$ cat src/rtl/ysyx_22040895_opsel_pkg.sv
// ysyx_22040895_opsel_pkg: operand-select encodings and default widths.
// Rev 1.0
`default_nettype none

package ysyx_22040895_opsel_pkg;

   localparam int XLEN_DEFAULT    = 64;
   localparam int RADDR_W_DEFAULT = 5;

   localparam logic [1:0] OP1_RS1  = 2'd0;
   localparam logic [1:0] OP1_PC   = 2'd1;
   localparam logic [1:0] OP1_ZERO = 2'd2;

   localparam logic [1:0] OP2_RS2  = 2'd0;
   localparam logic [1:0] OP2_IMM  = 2'd1;
   localparam logic [1:0] OP2_FOUR = 2'd2;

endpackage

`default_nettype wire

$ cat src/rtl/ysyx_22040895_fwd_mux.sv
// ysyx_22040895_fwd_mux: per-source priority forwarding search and hazard flag.
// Rev 1.0 -- behaviour selected by YSYX_22040895_FWD_EN.
`default_nettype none

module ysyx_22040895_fwd_mux
   import ysyx_22040895_opsel_pkg::*;
#(
   parameter int XLEN      = XLEN_DEFAULT,
   parameter int RADDR_W   = RADDR_W_DEFAULT,
   parameter int FWD_PORTS = 2
) (
   input  logic [RADDR_W-1:0]           addr,
   input  logic                         used,
   input  logic [XLEN-1:0]              rdata,
   input  logic [FWD_PORTS-1:0]         fwd_valid,
   input  logic [FWD_PORTS*RADDR_W-1:0] fwd_rd,
   input  logic [FWD_PORTS*XLEN-1:0]    fwd_data,
   input  logic [FWD_PORTS-1:0]         fwd_is_load,
   output logic [XLEN-1:0]              value,
   output logic                         hazard
);

   logic [FWD_PORTS-1:0] match;
   logic                 nonzero;

   assign nonzero = |addr;

   genvar g;
   generate
      for (g = 0; g < FWD_PORTS; g++) begin : g_match
         assign match[g] = fwd_valid[g] && (fwd_rd[g*RADDR_W +: RADDR_W] == addr);
      end
   endgenerate

`ifdef YSYX_22040895_FWD_EN
   logic            hit;
   logic            hit_load;
   logic [XLEN-1:0] hit_data;

   // Scan oldest to youngest so the lowest-index match is the one left standing.
   always_comb begin
      hit      = 1'b0;
      hit_load = 1'b0;
      hit_data = rdata;
      for (int i = FWD_PORTS - 1; i >= 0; i--) begin
         if (match[i]) begin
            hit      = 1'b1;
            hit_load = fwd_is_load[i];
            hit_data = fwd_data[i*XLEN +: XLEN];
         end
      end
   end

   assign value  = nonzero ? hit_data : '0;
   assign hazard = used && nonzero && hit && hit_load;
`else
   logic unused_fwd;

   // Without a bypass network any pending write to a used source must drain first.
   assign value      = nonzero ? rdata : '0;
   assign hazard     = used && nonzero && (|match);
   assign unused_fwd = ^{fwd_data, fwd_is_load};
`endif

endmodule

`default_nettype wire

$ cat src/rtl/ysyx_22040895_opsel_stage.sv
// ysyx_22040895_opsel_stage: ID/EX operand select, hazard resolution and output register.
// Rev 1.0 -- define YSYX_22040895_FWD_EN to enable data forwarding.
`default_nettype none

module ysyx_22040895_opsel_stage
   import ysyx_22040895_opsel_pkg::*;
#(
   parameter int XLEN      = XLEN_DEFAULT,
   parameter int RADDR_W   = RADDR_W_DEFAULT,
   parameter int FWD_PORTS = 2
) (
   input  logic                         clk,
   input  logic                         rst_n,
   input  logic                         in_valid,
   output logic                         in_ready,
   input  logic [1:0]                   op1_sel,
   input  logic [1:0]                   op2_sel,
   input  logic [RADDR_W-1:0]           rs1_addr,
   input  logic [RADDR_W-1:0]           rs2_addr,
   input  logic                         rs1_used,
   input  logic                         rs2_used,
   input  logic [XLEN-1:0]              rdata1,
   input  logic [XLEN-1:0]              rdata2,
   input  logic [XLEN-1:0]              pc,
   input  logic [XLEN-1:0]              simm,
   input  logic [FWD_PORTS-1:0]         fwd_valid,
   input  logic [FWD_PORTS*RADDR_W-1:0] fwd_rd,
   input  logic [FWD_PORTS*XLEN-1:0]    fwd_data,
   input  logic [FWD_PORTS-1:0]         fwd_is_load,
   input  logic                         flush,
   output logic                         out_valid,
   input  logic                         out_ready,
   output logic [XLEN-1:0]              opnum1,
   output logic [XLEN-1:0]              opnum2,
   output logic [XLEN-1:0]              store_data
);

   logic [XLEN-1:0] src1;
   logic [XLEN-1:0] src2;
   logic            haz1;
   logic            haz2;
   logic            stall;
   logic            transfer;
   logic [XLEN-1:0] op1_next;
   logic [XLEN-1:0] op2_next;

   ysyx_22040895_fwd_mux #(
      .XLEN      (XLEN),
      .RADDR_W   (RADDR_W),
      .FWD_PORTS (FWD_PORTS)
   ) u_fwd_rs1 (
      .addr        (rs1_addr),
      .used        (rs1_used),
      .rdata       (rdata1),
      .fwd_valid   (fwd_valid),
      .fwd_rd      (fwd_rd),
      .fwd_data    (fwd_data),
      .fwd_is_load (fwd_is_load),
      .value       (src1),
      .hazard      (haz1)
   );

   ysyx_22040895_fwd_mux #(
      .XLEN      (XLEN),
      .RADDR_W   (RADDR_W),
      .FWD_PORTS (FWD_PORTS)
   ) u_fwd_rs2 (
      .addr        (rs2_addr),
      .used        (rs2_used),
      .rdata       (rdata2),
      .fwd_valid   (fwd_valid),
      .fwd_rd      (fwd_rd),
      .fwd_data    (fwd_data),
      .fwd_is_load (fwd_is_load),
      .value       (src2),
      .hazard      (haz2)
   );

   // Built only from hazard, flush and output state so it never loops back through in_valid.
   assign stall    = haz1 || haz2;
   assign in_ready = !stall && !flush && (!out_valid || out_ready);
   assign transfer = in_valid && in_ready;

   always_comb begin
      op1_next = '0;
      case (op1_sel)
         OP1_RS1:  op1_next = src1;
         OP1_PC:   op1_next = pc;
         OP1_ZERO: op1_next = '0;
         default:  op1_next = '0;
      endcase
   end

   always_comb begin
      op2_next = '0;
      case (op2_sel)
         OP2_RS2:  op2_next = src2;
         OP2_IMM:  op2_next = simm;
         OP2_FOUR: op2_next = XLEN'(4);
         default:  op2_next = '0;
      endcase
   end

   always_ff @(posedge clk or negedge rst_n) begin
      if (!rst_n) begin
         out_valid  <= 1'b0;
         opnum1     <= '0;
         opnum2     <= '0;
         store_data <= '0;
      end else if (flush) begin
         out_valid <= 1'b0;
      end else if (transfer) begin
         out_valid  <= 1'b1;
         opnum1     <= op1_next;
         opnum2     <= op2_next;
         store_data <= src2;
      end else if (out_ready) begin
         out_valid <= 1'b0;
      end
   end

endmodule

`default_nettype wire

$ cat config.mk
export PLATFORM = sky130hd
export DESIGN_NAME = ysyx_22040895_opsel_stage
export DESIGN_NICKNAME = d
export VERILOG_FILES = /design/src/rtl/ysyx_22040895_opsel_pkg.sv /design/src/rtl/ysyx_22040895_fwd_mux.sv /design/src/rtl/ysyx_22040895_opsel_stage.sv
export SDC_FILE = /design/constraint.sdc
export NUM_CORES = 1
export LEC_CHECK = 0
export BUFFER_PORTS_ARGS = -buffer_cell sky130_fd_sc_hd__buf_2
export CORE_AREA = 2 2 239 241
export DETAILED_ROUTE_END_ITERATION = 7
export DIE_AREA = 0 0 241 243
export SYNTH_ARGS = -nofsm -noshare
export SYNTH_HDL_FRONTEND = slang
export SYNTH_SLANG_ARGS = --single-unit
export TNS_END_PERCENT = 100
$ cat constraint.sdc
create_clock -name clk -period 2.3 [get_ports clk]
set_input_delay 0.46 -clock clk [delete_from_list [all_inputs] [get_ports clk]]
set_output_delay 0.46 -clock clk [all_outputs]
set_load 0.005 [all_outputs]
==> flow_summary.toml, run 1 <==
[timing]
setup_viol = 0
min_period_ns = 2.27
slew_headroom_pct = 37.9
period_share_pct = 98.6
fin_worst_skew_ns = 0.00942
layout_setup_ws_ns = 0.0316
hold_slack_ns = 0.164
finalHoldViolations = 0
timing.fmax_mhz = 441
final_max_slew_viol_count = 0
rsz0062_at_grt = "no"
worst_pin_slew_ns = 0.929

[floorplan]
dieWidth_um = 241
coreArea_mm2 = 0.0560
start_util_pct = 17.4
chipHeight_um = 243
die_area_mm2 = 0.0586
num_rows = 87
ios = 613

[grt]
grt_pass1_vias = 8632
gr-total-overflow = 0
grt_use_total_pct = 11.3
grt_pass1_wl_mm = 49.2
grt_max_degree = 65
use_met3_pct = 3.88
use_met2_pct = 18.9
top_usage_layer = "met2"
antenna_found_initial = 7
grtUsageMet1_pct = 12.9

[critical_path]
worst-path-buf-inv = 9
max_stage_delay_ns = 0.54
cp_slowest_cell = "or4_4"
critPathLaunchType = "input pin"
path_class = "in -> reg"
worstPathRequired_ns = 2.66
path_cells = "buf_8, or4_4, nor2_4, buf_4, buf_4, buf_4, buf_4, buf_4, buf_4, buf_4, nor3_2, buf_12, a22o_4, mux2_1"
arrival_ns = 2.63
cp_common_cell = "buf_4"
path_delay_family = "buffers and inverters"
end_kind = "flop"
path_max_fanout = 39

[placement]
dpl.hpwl_mm = 26.2
port_buffers = 482
gp_congestion = 0.840
place_area_mm2 = 0.0134
place_ws_ns = -0.336

[logic_synthesis]
yosysUniqueCellTypes = 23
synth_flop_cell = "dfrtp_1"
synth_area_leaders = "dfrtp_1, mux2_1, mux2_4"
synth_top_area_share_pct = 49.5
synth_fp_nets = 1160
synth_warnings = 0
synth-edff-count = 0
synthCells = 741
ys_seq_area_share_pct = 49.5
syn_area_per_cell_um2 = 13.2
ys_seq_elements = 193
syn_area_mm2 = 0.00975
synthArstFlopShare_pct = 100
synth_top_cell_by_area = "dfrtp_1"

[final_layout]
design_area_mm2 = 0.0142
fillers = 6015
drive_above_1_share_pct = 51.9
num-nets-final = 1671
register_area_mm2 = 0.00483
final_cell_mix = "buf_2, dfrtp_1, mux2_1, mux2_4"
multi_input_area_mm2 = 0.00463
synthToLayoutAreaGrowth_pct = 45.7
final_common_cell = "buf_2"

[pwr]
p_comb_share_pct = 24.1
p_total_mw = 10.2
switchingPower_mw = 2.95
ir_drop_uv = 542
swShare_pct = 28.9
intPower_mw = 7.29
leakage_nw = 7.38
p_clk_share_pct = 33.4
seqPwrFrac_pct = 42.5
powerDensity_mw_per_mm2 = 721

[drt]
via_per_inst = 3.92
vias = 7936
antenna_left = 0
drtIter0Drc = 222
drc = 0
firstDrtPassIters = 4
wl_per_cell_um = 16.4
wirelength_mm = 33.2

[cts]
cts.htree.levels = 4
cts.path.max_buffers = 2
path_clk_slew_ns = 0.08
cts_sinks = 193
root_buffer = "clkbuf_16"
cts_tree = "done"
insertion_delay_ns = 0.48
numCtsBuffers = 17

[flow_run]
maxCapViolations = 0

[worst_hold_path]
hold_class = "in -> reg"

[outcome]
run_status = "finished clean"
## logic make-up (layout without fill, tap and decap cells)
kind of cell              after synthesis  count (layout)  synth area share (%)
DFF                                   193             193                  49.5
AOI/OAI and AO/OA                      69              69                  6.14
and+or+nand+nor                       149             149                  7.71
xor gates and xnor gates               20              20                  1.80
buffers and inverters                  55             579                  3.50
muxes                                 255             255                  31.3
other                                   0               1                     0
## state kept, by name, summed over array words and instances, names as in the netlist
signal      count
opnum1         64
opnum2         64
out_valid       1
store_data     64
## synth_stat cells, types with 2 or more instances
cell type	number
dfrtp_1	193
mux2_1	123
mux2_4	69
nor2_1	66
and2_1	65
a22o_1	64
mux2i_1	63
clkbuf_1	26
xnor2_1	20
buf_6	17
buf_1	10
nand2_1	6
nand4_1	4
buf_4	2
nand2b_1	2
nor2b_1	2
nor3_1	2
o22ai_1	2
## final timing paths
check / from / end / slack (ns) / depth (start not counted)
worst max-delay path: rs1_addr[4] / opnum1[37] / 0.03 / 14
worst min-delay path: flush / out_valid / 0.16 / 2
worst max register to register: out_valid / store_data[42] / 0.41 / 7
worst min register to register: opnum2[9] / opnum2[9] / 0.49 / 1
max in group asynchronous: rst_n / store_data[56] / 1.03 / 3
min in group asynchronous: rst_n / opnum2[0] / 0.58 / 2
## power by group through the flow
stage	logic [mW]	clock network [mW]	registers, mW
after global routing	2.69	3.70	4.43
final	2.47	3.42	4.36
after CTS	2.51	3.59	4.36
after global placement	2.46	0	4.39
after detailed placement	2.49	0	4.42
after floorplan	1.07	0	4.42
## stage by stage
step	util [%]	TNS, ns	std cells
floorplan	-	-0.347	741
detailed placement	24.0	-55.54	1981
global placement	24.0	-50.18	1981
finish	25.4	0	2022
global route	25.4	0	2021
CTS	25.3	-0.0418	2021
## cell type report
cell class	count	area share (%)
clock buffer	17	3.00
multi-input combinational	493	32.6
tap	756	6.66
clock inverter	15	1.68
antenna	1	0.0176
timing repair buffer	547	22.0
sequential	193	34.0
## per-layer routing
layer  part of all wire [%]  up-vias  wire length, um
met5                   0.19        -               63
met4                    3.1       10             1020
met3                    7.9       64             2630
met2                     47      370            15700
met1                     41     3833            13800
li1                       -     3659                -
## what timing repair did
action | 4_1_cts | 5_1_grt
buffers inserted | 7 | 0
hold endpoints to repair | 50 | 0
gates cloned | 0 | 0
endpoints found under the setup margin | 1 | 19
pin swaps | 3 | 5
hold buffers | 1 | 0
gates resized for setup | 9 | 3
No activity file was read; power rests on OpenSTA's default activity.
==> run 2, diff against run 1 <==
RECOVER_POWER = 100   (was not set)
==> run 2 against run 1 <==
  * Sequential share of layout area rose by 1.4 points
  * Clock-buffer cell count did not move
  * Sequential power barely moved
  * Die area did not move
  * Clock power barely moved
  * Combinational power fell by 12%
  * Wire length barely moved
  * Power fell by 2.7%
  * Register-to-register slack got worse by 0.20 ns
  * Critical endpoint unchanged
==> flow_summary.toml, run 2 (same netlist as run 1, synthesis figures left out) <==
[placement]
port_buffers = 482
gp_congestion = 0.840
dpl.hpwl_mm = 26.2
dp.cells = 1981

[cts]
root_buffer = "clkbuf_16"
cts.path.max_buffers = 2
numCtsBuffers = 17
insertion_delay_ns = 0.48
cts.htree.levels = 4
cts_sinks = 193
cts_tree = "done"
path_clk_slew_ns = 0.08

[final_layout]
fillers = 6159
num-nets-final = 1671
synthToLayoutAreaGrowth_pct = 40.1
multi_input_area_mm2 = 0.00444
drive_above_1_share_pct = 36.2
final_common_cell = "buf_2"
final_cell_mix = "buf_2, dfrtp_1, mux2_1, clkbuf_1"
utilization_pct = 24.4
top_regs = "opnum1: 64 flops, opnum2: 64 flops, store_data: 64 flops"
register_area_mm2 = 0.00483
fin_cells = 2022

[drt]
via_per_inst = 3.89
drtIter0Drc = 231
antenna_left = 0
wirelength_mm = 33.2
vias = 7875
firstDrtPassIters = 4
wl_per_cell_um = 16.4
drc = 0

[grt]
grt_use_total_pct = 11.3
antenna_found_initial = 7
grt_pass1_vias = 8632
gr-total-overflow = 0
grt_pass1_wl_mm = 49.2
grt_max_degree = 65

[timing]
period_share_pct = 98.2
slew_headroom_pct = 30.4
fin_worst_skew_ns = 0.0108
setup_viol = 0
timing.fmax_mhz = 443
min_period_ns = 2.26
worst_pin_slew_ns = 1.04
finalHoldViolations = 0
final_max_slew_viol_count = 0
fin_tns_setup_ns = 0
rsz0062_at_grt = "no"

[critical_path]
end_kind = "flop"
path_max_fanout = 39
arrival_ns = 2.62
cp_slowest_cell = "or4_4"
max_stage_delay_ns = 0.54
r2r-start = "out_valid"
r2r_cells = 7
critPathLaunchType = "input pin"
path_class = "in -> reg"
worst-path-buf-inv = 9
path_cells = "clkbuf_1, or4_4, nor2_4, buf_4, buf_4, buf_4, buf_4, buf_4, buf_4, buf_4, nor3_2, buf_12, a22o_1, mux2_1"
r2r_end = "store_data[15]"
path_delay_family = "buffers and inverters"
cp_common_cell = "buf_4"
worstPathRequired_ns = 2.66
reg2reg_slack_ns = 0.21

[worst_hold_path]
hold_end = "out_valid"
hold_class = "in -> reg"
hold_depth = 2
hold_start = "flush"

[flow_run]
maxCapViolations = 0

[floorplan]
start_util_pct = 17.4
dieWidth_um = 241
chipHeight_um = 243
num_rows = 87
coreArea_mm2 = 0.0560
ios = 613
die_area_mm2 = 0.0586

[outcome]
run_status = "finished clean"

[pwr]
leakage_nw = 6.65
powerDensity_mw_per_mm2 = 730
ir_drop_uv = 542
==> run 2: cell types whose count changed in the layout (fill, tap and decap cells not counted), moves of 5 or more <==
| cell | previous run | this run |
|---|---|---|
| mux2_4 | 69 | 22 |
| buf_2 | 477 | 344 |
| mux2_1 | 123 | 170 |
| clkbuf_1 | 0 | 147 |
| buf_4 | 49 | 33 |
| clkbuf_2 | 0 | 6 |
| buf_12 | 15 | 7 |
| clkbuf_4 | 0 | 5 |
==> run 2: area by class of cell <==
type,count,share of cell area [%]
antenna,1,0.0183
timing repair buffer,547,20.3
multi-input combinational,493,32.5
sequential,193,35.4
clock inverter,15,1.75
clock buffer,17,3.11
tap,756,6.93
==> run 2: metrics by stage <==
stage	worst slack (ns)	instance area, um2	hold slack (ns)	power [mW]
detailed placement	-0.336	13400	0.475	6.91
floorplan	-0.00220	9760	0.164	5.49
finish	0.0408	13700	0.163	9.97
global route	0.00635	13700	0.122	10.5
CTS	-0.0418	14200	0.102	10.5
global placement	-0.303	13400	0.470	6.85
==> run 2: layer usage <==
| metal | global-route usage, % | vias up | wire [um] |
|---|---|---|---|
| li1 | - | 3657 | - |
| met1 | 12.9 | 3783 | 13600 |
| met2 | 18.9 | 363 | 15700 |
| met3 | 3.88 | 62 | 2830 |
| met4 | 5.16 | 10 | 976 |
| met5 | 0 | - | 68 |
==> run 2: how the worst max path moves through the flow <==
stage | from | to | slack, ns | cells past startpoint
2_1_floorplan | rs1_addr[0] | opnum1[49] | -0.002 | 8
3_3_place_gp | rs1_addr[0] | opnum1[59] | -0.30 | 9
3_5_place_dp | rs1_addr[0] | store_data[57] | -0.34 | 9
4_1_cts | rs1_addr[4] | in_ready | -0.04 | 7
5_1_grt | rs1_addr[4] | opnum1[37] | 0.006 | 14
6_report | rs1_addr[4] | opnum1[37] | 0.04 | 14
==> run 2: timing repair <==
action                                  in CTS  in global routing
endpoints found under the setup margin       1                 19
setup buffers                                7                  0
gates cloned                                 0                  0
resized for setup                            9                  3
endpoints found under the hold margin       50                  0
hold buffers                                 1                  0
pin swaps                                    3                  5
==> run 2: worst reg2reg max path, delay by kind of cell (launching register included) <==
kind	cells	cell delay, ns
muxes	1	0.39
DFF	1	0.44
buffers and inverters	2	0.50
and+or+nand+nor	3	0.43
AOI/OAI and AO/OA	1	0.21
==> run 2: where the power goes <==
group / leakage [nW] / total [mW] / internal, mW / switching [mW]
clock network: 0.325 / 3.42 / 1.88 / 1.54
registers: 2.43 / 4.36 / 4.00 / 0.362
logic: 3.90 / 2.18 / 1.13 / 1.04
total: 6.65 / 9.97 / 7.02 / 2.95
==> run 3, diff against run 2 <==
CORE_AREA = 2 2 240 242   (was 2 2 239 241)
DIE_AREA = 0 0 242 244   (was 0 0 241 243)
==> run 3 against run 2 <==
  * Wire length grew 1.8%
  * Core utilization down 0.30 points
  * Die area is 0.83% higher
  * Clock skew grew 0.011 ns
  * Register-to-register slack better by 0.10 ns
  * Clock-buffer cell count rose by 2
  * Critical path type unchanged
==> flow_summary.toml, run 3 (same netlist as run 1, synthesis figures left out) <==
[outcome]
run_status = "finished clean"

[pwr]
ir_drop_uv = 576
p_comb_share_pct = 22.3
intPower_mw = 7.01
powerDensity_mw_per_mm2 = 727
switchingPower_mw = 2.84
leakage_nw = 6.61
p_clk_share_pct = 33.5
p_total_mw = 9.85
seqPwrFrac_pct = 44.2
swShare_pct = 28.8

[timing]
slew_headroom_pct = 20.1
setup_viol = 0
finalHoldViolations = 0
final_max_slew_viol_count = 0
min_period_ns = 2.24
timing.fmax_mhz = 446
period_share_pct = 97.4
worst_pin_slew_ns = 1.20
fin_worst_skew_ns = 0.0217
rsz0062_at_grt = "no"

[critical_path]
path_max_fanout = 17
max_stage_delay_ns = 0.50
cp_common_cell = "buf_2"
worstPathRequired_ns = 2.66
path_class = "in -> reg"
arrival_ns = 2.60
critPathLaunchType = "input pin"
path_cells = "buf_2, or4_1, nor2_1, nor2b_1, a221oi_2, clkbuf_1, nand2_4, buf_12, buf_2, mux2_1"
cp_slowest_cell = "or4_1"
end_kind = "flop"
worst-path-buf-inv = 4
path_delay_family = "simple AND/OR/NAND/NOR gates"

[floorplan]
die_area_mm2 = 0.0590
dieWidth_um = 242
start_util_pct = 17.4
chipHeight_um = 244
coreArea_mm2 = 0.0562
ios = 613
num_rows = 87

[drt]
via_per_inst = 3.93
wl_per_cell_um = 16.8
firstDrtPassIters = 4
wirelength_mm = 33.8
drc = 0
antenna_left = 0
drtIter0Drc = 203
vias = 7903

[final_layout]
synthToLayoutAreaGrowth_pct = 38.9
drive_above_1_share_pct = 36.0
design_area_mm2 = 0.0135
final_cell_mix = "buf_2, dfrtp_1, mux2_1, clkbuf_1, nor2_1"
final_common_cell = "buf_2"
num-nets-final = 1661
fillers = 6133
utilization_pct = 24.1
top_regs = "opnum1: 64 flops, opnum2: 64 flops, store_data: 64 flops"

[placement]
gp_congestion = 0.910
port_buffers = 482
place_area_mm2 = 0.0133
dpl.hpwl_mm = 26.7

[cts]
cts.path.max_buffers = 2
root_buffer = "clkbuf_16"
cts_tree = "done"
path_clk_slew_ns = 0.08
cts_sinks = 193
cts_resized = 0
cts.htree.levels = 4
insertion_delay_ns = 0.49
numCtsBuffers = 17

[grt]
grt_pass1_wl_mm = 50.6
grt_pass1_vias = 8327
grt_max_degree = 66
use_met2_pct = 18.0
top_usage_layer = "met2"
antenna_found_initial = 6
grt_use_total_pct = 11.5
gr-total-overflow = 0
use_met3_pct = 4.13
grtUsageMet1_pct = 13.9

[worst_hold_path]
hold_class = "in -> reg"

[flow_run]
maxCapViolations = 0
==> run 3: changes by cell type in the layout (fill, tap and decap cells not counted), sizes merged <==
cell,previous run,this run
inv,8,5
clkinv,3,2
clkbuf,175,170
buf,388,385
==> run 3: final cells by class <==
type                    instances  area, um2  share of cell area (%)
repair buffers                537       2710                    20.0
clock inverters                11        174                    1.28
clock buffers                  19        453                    3.34
flip-flops and latches        193       4830                    35.7
well taps                     756        946                    6.99
diodes                          1       2.50                  0.0185
multi-input cells             493       4430                    32.7
==> run 3: metal layers <==
| metal | vias up | wire [um] |
|---|---|---|
| met4 | 4 | 1300 |
| met2 | 404 | 15300 |
| li1 | 3628 | - |
| met3 | 55 | 2990 |
| met5 | - | 27 |
| met1 | 3812 | 14100 |
==> run 3: per-stage QoR <==
step,TNS (ns),worst slack (ns),instances,hold slack (ns)
after floorplan,-0.347,-0.00220,741,0.164
after global placement,-61.04,-0.350,1977,0.423
after detailed placement,-58.19,-0.345,1977,0.426
after CTS,0,0.138,2009,0.0975
after global routing,0,0.0359,2010,0.112
final,0,0.0593,2010,0.146
==> run 3: power by group through the flow <==
stage / clock [mW] / combinational, mW / sequential, mW
6_report: 3.30 / 2.19 / 4.36
5_1_grt: 3.57 / 2.41 / 4.43
3_5_place_dp: 0 / 2.50 / 4.41
3_3_place_gp: 0 / 2.46 / 4.38
4_1_cts: 3.45 / 2.51 / 4.35
2_1_floorplan: 0 / 1.07 / 4.42
==> run 3: final timing paths <==
path	slack, ns	startpoint	depth (start not counted)	endpoint
worst max register to register	0.31	out_valid	8	opnum1[56]
min in group asynchronous	0.71	rst_n	2	opnum1[2]
worst min-delay path	0.15	flush	2	out_valid
max in group asynchronous	0.43	rst_n	3	store_data[62]
worst max-delay path	0.06	rs1_addr[0]	10	opnum1[56]
worst min register to register	0.49	store_data[40]	1	store_data[40]
==> run 3: repair_timing <==
item,CTS,global route
endpoints found under the hold margin,30,0
setup endpoints to repair,1,0
setup buffers,1,0
hold buffers,1,0
